$ cat config.mk
export PLATFORM = sky130hd
export DESIGN_NAME = fetch_unit
export DESIGN_NICKNAME = d
export VERILOG_FILES = /design/src/rtl/fetch_unit.sv
export SDC_FILE = /design/constraint.sdc
export NUM_CORES = 1
export LEC_CHECK = 0
export ABC_AREA = 0
export BUFFER_PORTS_ARGS = -buffer_cell sky130_fd_sc_hd__buf_2
export CAP_MARGIN = 20
export CORE_ASPECT_RATIO = 1.1
export CORE_MARGIN = 2
export CORE_UTILIZATION = 25
export DETAILED_ROUTE_END_ITERATION = 8
export GPL_ROUTABILITY_DRIVEN = 1
export SLEW_MARGIN = 20
export SYNTH_ARGS = -nofsm -noshare
export SYNTH_HDL_FRONTEND = slang
export SYNTH_SLANG_ARGS = --single-unit
$ cat constraint.sdc
create_clock -name clk -period 5.9 [get_ports clk]
set_input_delay 1.18 -clock clk [delete_from_list [all_inputs] [get_ports clk]]
set_output_delay 1.18 -clock clk [all_outputs]
set_load 0.01 [all_outputs]
$ cat src/rtl/fetch_unit.sv
// Instruction-fetch stage: PC, I-bus handshake, F/D slot.
// One request in flight; parks one word when decode stalls.
package fetch_pkg;
  typedef struct packed {
    logic [31:0] raw_instr;
    logic [63:0] pc;
    logic        valid;
  } fetch_data_t;
endpackage

module fetch_unit
  import fetch_pkg::*;
#(
  parameter logic [63:0] RESET_PC = 64'h8000_0000
) (
  input  logic        clk,
  input  logic        reset,
  output logic        ireq_valid,
  output logic [63:0] ireq_addr,
  input  logic        iresp_data_ok,
  input  logic [31:0] iresp_data,
  input  logic        stall,
  input  logic        redirect_valid,
  input  logic [63:0] redirect_pc,
  output fetch_data_t dataF
);

  typedef enum logic [1:0] {
    S_REQ,
    S_HOLD,
    S_KILL
  } state_e;

  state_e      state_q, state_d;
  logic [63:0] pc_q, pc_d;
  logic [63:0] kill_q, kill_d;
  fetch_data_t slot_q, slot_d;
  logic [31:0] hold_instr_q, hold_instr_d;
  logic [63:0] hold_pc_q, hold_pc_d;
  logic        ireq_valid_q, ireq_valid_d;
  logic [63:0] ireq_addr_q, ireq_addr_d;

  logic drain;
  logic room;

  assign drain = slot_q.valid & ~stall;
  assign room  = ~slot_q.valid | drain;

  always_comb begin
    state_d      = state_q;
    pc_d         = pc_q;
    kill_d       = kill_q;
    slot_d       = slot_q;
    hold_instr_d = hold_instr_q;
    hold_pc_d    = hold_pc_q;
    if (drain) slot_d.valid = 1'b0;
    unique case (state_q)
      S_REQ: begin
        if (iresp_data_ok) begin
          pc_d = pc_q + 64'd4;
          if (room) begin
            slot_d = '{raw_instr: iresp_data,
                       pc: pc_q, valid: 1'b1};
          end else begin
            hold_instr_d = iresp_data;
            hold_pc_d    = pc_q;
            state_d      = S_HOLD;
          end
        end
      end
      S_HOLD: begin
        if (drain) begin
          slot_d = '{raw_instr: hold_instr_q,
                     pc: hold_pc_q, valid: 1'b1};
          state_d = S_REQ;
        end
      end
      S_KILL: begin
        if (iresp_data_ok) state_d = S_REQ;
      end
      default: state_d = S_REQ;
    endcase
    // Redirect wins; an unanswered request must still be retired in KILL.
    if (redirect_valid) begin
      pc_d         = redirect_pc & ~64'h3;
      slot_d       = slot_q;
      slot_d.valid = 1'b0;
      unique case (state_q)
        S_REQ: begin
          if (iresp_data_ok) begin
            state_d = S_REQ;
          end else begin
            kill_d  = pc_q;
            state_d = S_KILL;
          end
        end
        S_HOLD:  state_d = S_REQ;
        S_KILL:  state_d = iresp_data_ok ? S_REQ : S_KILL;
        default: state_d = S_REQ;
      endcase
    end
    ireq_valid_d = (state_d != S_HOLD);
    ireq_addr_d  = (state_d == S_KILL) ? kill_d : pc_d;
  end

  always_ff @(posedge clk or negedge reset) begin
    if (!reset) begin
      state_q      <= S_REQ;
      pc_q         <= RESET_PC;
      kill_q       <= '0;
      slot_q       <= '0;
      hold_instr_q <= '0;
      hold_pc_q    <= '0;
      ireq_valid_q <= 1'b0;
      ireq_addr_q  <= '0;
    end else begin
      state_q      <= state_d;
      pc_q         <= pc_d;
      kill_q       <= kill_d;
      slot_q       <= slot_d;
      hold_instr_q <= hold_instr_d;
      hold_pc_q    <= hold_pc_d;
      ireq_valid_q <= ireq_valid_d;
      ireq_addr_q  <= ireq_addr_d;
    end
  end

  assign ireq_valid = ireq_valid_q;
  assign ireq_addr  = ireq_addr_q;
  assign dataF      = slot_q;

endmodule

### Word level (Yosys, flattened, before mapping)

Cells that the tools add are included.

* ROM bits: 0
* latch bits: 0
* logic and storage cells: 50
* bits in writable memories: 0
* input bits: 101
* register bits after elaboration: 388
* output and inout bits: 162
* memories: 0

* equal/unequal tests: 7
* bitwise logic cells: 6
* muxes and demuxes: 21
* shift-type cells: 0
* $add $sub $neg: 1
* divide/modulo/power cells: 0
* $lt $le $gt $ge: 0
* reduce and logical (&&, ||, !) cells: 5
* multiply operators: 0

Operators by type and width (number)
* 64-bit two-way mux: 7
* 97-bit two-way mux: 3
* 97-bit one-hot mux with 2 select lines: 1
* 64-bit by 3-bit adder with 64-bit output (second input constant): 1
* 2-bit two-way mux: 7
* 2-bit != test (second input constant): 3
* 2-bit one-hot mux with 3 select lines: 1
* 5-bit AND reduction: 1
* 2-bit == test (second input constant): 2
* 1-bit NOT: 4
* 3-bit AND reduction: 1
* 2-bit by 1-bit == test with 1-bit output (second input constant): 1
* 2-bit logical NOT: 1
* 1-bit two-way mux: 2
* 2-bit by 1-bit != test with 1-bit output (second input constant): 1
* 2-bit nonzero test: 1
* 2-bit OR reduction: 1
* 1-bit bitwise AND: 1
* 1-bit OR: 1

### Depth between registers and ports, before layout

* depth in word-level cells: 9
* depth in mapped cells: 9

### Worst setup path after synthesis

OpenSTA, ideal clock, no wires.

* path type: in2reg
* start point: in redirect_valid
* end point: reg ireq_addr_q[48], in the netlist ireq_addr[48]
* path buffers: 2
* arrival time: 3.168 ns
* setup time: 0.126 ns
* cell stages on the path: 6
* required time: 5.774 ns
* setup slack: 2.606 ns
* path through: clkbuf_1 clkinv_1 nor4_2 clkbuf_1 mux2_2 a221o_1

RTL lines
* start, declared: line 23 `input logic redirect_valid,`
* 64-bit two-way mux: line 84 `if (redirect_valid) begin`
* named net kill_d[48]: line 36 `logic [63:0] kill_q, kill_d;`
* 64-bit two-way mux: line 103 `ireq_addr_d = (state_d == S_KILL) ? kill_d : pc_d;`
* named net ireq_addr_d[48]: line 41 `logic [63:0] ireq_addr_q, ireq_addr_d;`
* end signal, assigned: line 124 `ireq_addr_q <= ireq_addr_d;`
* end, declared: line 41

The timed path passes the listed nets, and every way through them passes these cells.
A chain may end at the register's enable or synchronous reset.

### Worst setup path in the final report

* start point: in iresp_data_ok
* end point: reg ireq_addr_q[56], in the netlist ireq_addr[56]

* longest elaborated chain between the ends: 5

Ends and longest elaborated chain
* start, declared: line 20 `input logic iresp_data_ok,`
* 2-bit two-way mux (on tied branches)
* 2-bit one-hot mux with 3 select lines / 2-bit two-way mux (equally long branches)
* 2-bit two-way mux: line 84
* 2-bit == test: line 103
* 64-bit two-way mux *: line 103
* named net ireq_addr_d[56]: line 41

Mark *: on every way through the listed nets, which the timed path passes. The rest lies on a longest branch.

==> flow_summary_export.csv <==
group,metric,value,unit
status,status,"finished, final reports clean",
cells_and_area,fill_cells,6637,
route,dr.pass1.iters,5,
clocking,cts_sinks,388,
clocking,clk_pin_slew,60,ps
sta,fin_setup_tns,0,ps
clocking,cts-root-buf,"clkbuf_16",
critical_path,crit_chain,"buf_2 -> nor3b_1 -> buf_4 -> nand2_1 -> or4_1 -> nor4_1 -> xor2_1 -> a221o_1",
die,core_area,64990,sq um
sta,hold_viol,0,
die,initial_core_util,0.2527,
placed_design,dpl.cell_count,2419,
yosys,synth_edf_count,0,
clocking,clk_latency,560,ps
yosys,postSynth.asyncResetShare,1.000,
yosys,ys.warnings.count,0,
grt,grt_pass1_vias,12198,
grt,grt_pass1_wl,75.17,mm
yosys,synth_cells,1397,
sta,fmax,319.3,MHz
grt,antenna_found_initial,4,
clocking,cts_hold_repair.buffers,0,
placed_design,gp_congestion,0.7758,
yosys,synth_top_area_frac,0.5897,
yosys,syn-cell-area,16420,sq um
clocking,htree_levels,2,
critical_path,crit_required,6340,ps
cells_and_area,area_growth,23.53,%
yosys,netlist_top_cells_area,"dfrtp_1 59%, mux2_2 14%, a22oi_1 4.4%",
yosys,synth.distinct_cells,49,
yosys,yosysTopAreaCell,"dfrtp_1",
grt,grt_max_degree,154,
sta,setup_viol,0,
clocking,cts_resized,0,
pwr,power.density,377.4,nW/um^2
yosys,synth_flop_cell,"dfrtp_1",
cells_and_area,mostFrequentLayoutCells,"387 x dfrtp_1, 258 x buf_2, 205 x mux2_2, 167 x nand2_1, 124 x o21ai_0",
grt,grt_overflow,0,
clocking,numCtsBuffers,44,
route,wl_per_cell,19.88,microns
route,drc,0,
yosys,ys_ff_latch,388,
critical_path,cp_max_fo,11,
clocking,cts_tree,"yes",
die,dieArea,67760,sq um
cells_and_area,nets,1717,
route,routed_wl,49.72,mm
min_path,min_path_type,"flip-flop to flip-flop",
pwr,ir_drop,0.1926,mV
critical_path,crit_type,"input port to flip-flop",
clocking,clock_path_buffers,3,
critical_path,cp-end-kind,"flip-flop",
grt,grt_usage,0.1456,
sta,period_share,0.5309,
cells_and_area,stdcell_count,2501,
clocking,cts_setup_buffers,0,
route,drtIter0Drc,794,
sta,tightest_slew,941.4,ps
min_path,hp-start,"dataF[66]",
critical_path,max_stage_delay,720,ps
min_path,holdPathStages,2,
die,ios,263,
critical_path,ff2ff_path_depth,6,
placed_design,hpwl,32.65,mm
critical_path,arrival,3570,ps
yosys,syn_avg_cell_area,11.76,sq um
critical_path,reg2reg_slack,2850,ps
sta,slew_headroom,0.3724,
cells_and_area,final_common_cell,"dfrtp_1",
flow_run,cap_violations,0,
sta,rsz0062_at_grt,"false",
die,dieWidth,248.4,microns
placed_design,io_buffers,260,
sta,drv_slew,0,
sta,fin_skew,15.62,ps
pwr,power_leakage,8.820,nW
route,via_per_inst,4.745,
route,ant_nets,0,
critical_path,startpoint_type,"input port",
min_path,hold_path_end,"dataF[66]",
critical_path,critPathSlowestCell,"or4_1",
yosys,postSynthNetCount,1499,
die,fp.dieH,272.8,microns
critical_path,timing.rr.start,"pc_q[18]",
yosys,synth.yosys.seq_area_share,0.5913,
cells_and_area,drive_above_1_share,0.3540,
die,placementRows,98,
sta,min_period,3132,ps
route,vias,11866,
critical_path,r2r_end,"ireq_addr[56]",
worst max-delay path, delay by kind of cell:
family	cells	cell delay, ps
AND/OR/NAND/NOR	4	1510
buffers and inverters	2	380
AO/OA/AOI/OAI	1	350
XOR/XNOR	1	150
cells by family (layout without fill, tap and decap cells):
group / after synthesis / in the layout / synth area share
flip-flops: 388 / 388 / 0.5913
AND/OR/NAND/NOR: 353 / 353 / 0.1013
AO/OA/AOI/OAI: 279 / 279 / 0.1094
multiplexers: 208 / 208 / 0.1425
buffers and inverters: 117 / 367 / 0.02758
XOR/XNOR: 51 / 51 / 0.02720
adder cells (fa/ha/maj): 1 / 1 / 0.0007617
other: 0 / 4 / 0
cells in the mapped netlist, drive strengths merged, types with 2 or more instances:
library cell and n:
clkbuf 95, buf 14, nand3 22, a221o 14, a22oi 96, mux2i 2, a21oi 12, mux2 206
nand2 168, or2 4, xnor2 28, o31ai 4, o21a 2, or4 9, inv 7, nor2 52
nor3 15, nand4 23, xor2 23, and3 22, a211oi 4, nor4 14, nand2b 3, and4 6
nor2b 5, o31a 3, a31oi 7, dfrtp 387, and2 6, o21ai 125, a221oi 7, or3 3
registers in the layout (all words and copies together) (netlist names):
signal        cells
ireq_addr        64
state_q           2
pc_q             64
dataF            97
hold_pc_q        64
ireq_valid        1
hold_instr_q     32
kill_q           64
worst max path at each step:
stage | from | to | slack [ps] | depth (start not counted)
finish | iresp_data_ok | ireq_addr[56] | 2770 | 8
global route | iresp_data_ok | ireq_addr[56] | 2660 | 8
CTS | iresp_data_ok | ireq_addr[56] | 2800 | 8
detailed placement | iresp_data_ok | ireq_addr[56] | 2200 | 8
global placement | iresp_data_ok | ireq_addr[56] | 2210 | 8
floorplan | redirect_valid | ireq_addr[48] | 2610 | 6
layer usage:
metal	routed length, microns	global-route usage	share of wire
met5	13	0	0.00026
met4	1197	0.04496	0.024
met3	2512	0.02848	0.051
met2	23870	0.2379	0.48
met1	22130	0.1939	0.45
where the power goes:
part	leakage [nW]	switching (mW)	internal, mW
Sequential	4.80	0.290	3.19
Clock	0.773	1.15	1.87
Combinational	3.24	0.601	0.562
Total	8.82	2.04	5.62
layout make-up:
type	count	area, sq um	area share
Sequential cell	388	9711	0.4786
Antenna cell	4	10.01	0.0004934
Clock buffer	53	1216	0.05994
Inverter	8	30.03	0.001480
Clock inverter	25	385.4	0.01899
Timing Repair Buffer	281	1546	0.07623
Tap cell	850	1064	0.05242
Multi-Input combinational cell	892	6326	0.3118
through the flow:
| stage | util | power [mW] | area [sq um] | setup WS (ps) | hold WS (ps) |
|---|---|---|---|---|---|
| final | 0.3122 | 7.656 | 20290 | 2768 | 473.6 |
| after global routing | 0.3121 | 8.050 | 20280 | 2656 | 500.2 |
| after CTS | 0.3120 | 7.775 | 20280 | 2797 | 480.5 |
| after detailed placement | 0.2874 | 4.710 | 18680 | 2204 | 466.5 |
| after global placement | 0.2874 | 4.652 | 18680 | 2207 | 455.9 |
| after floorplan | - | 4.174 | 16420 | 2606 | 468.1 |
Power figures use the tool's default switching activity.
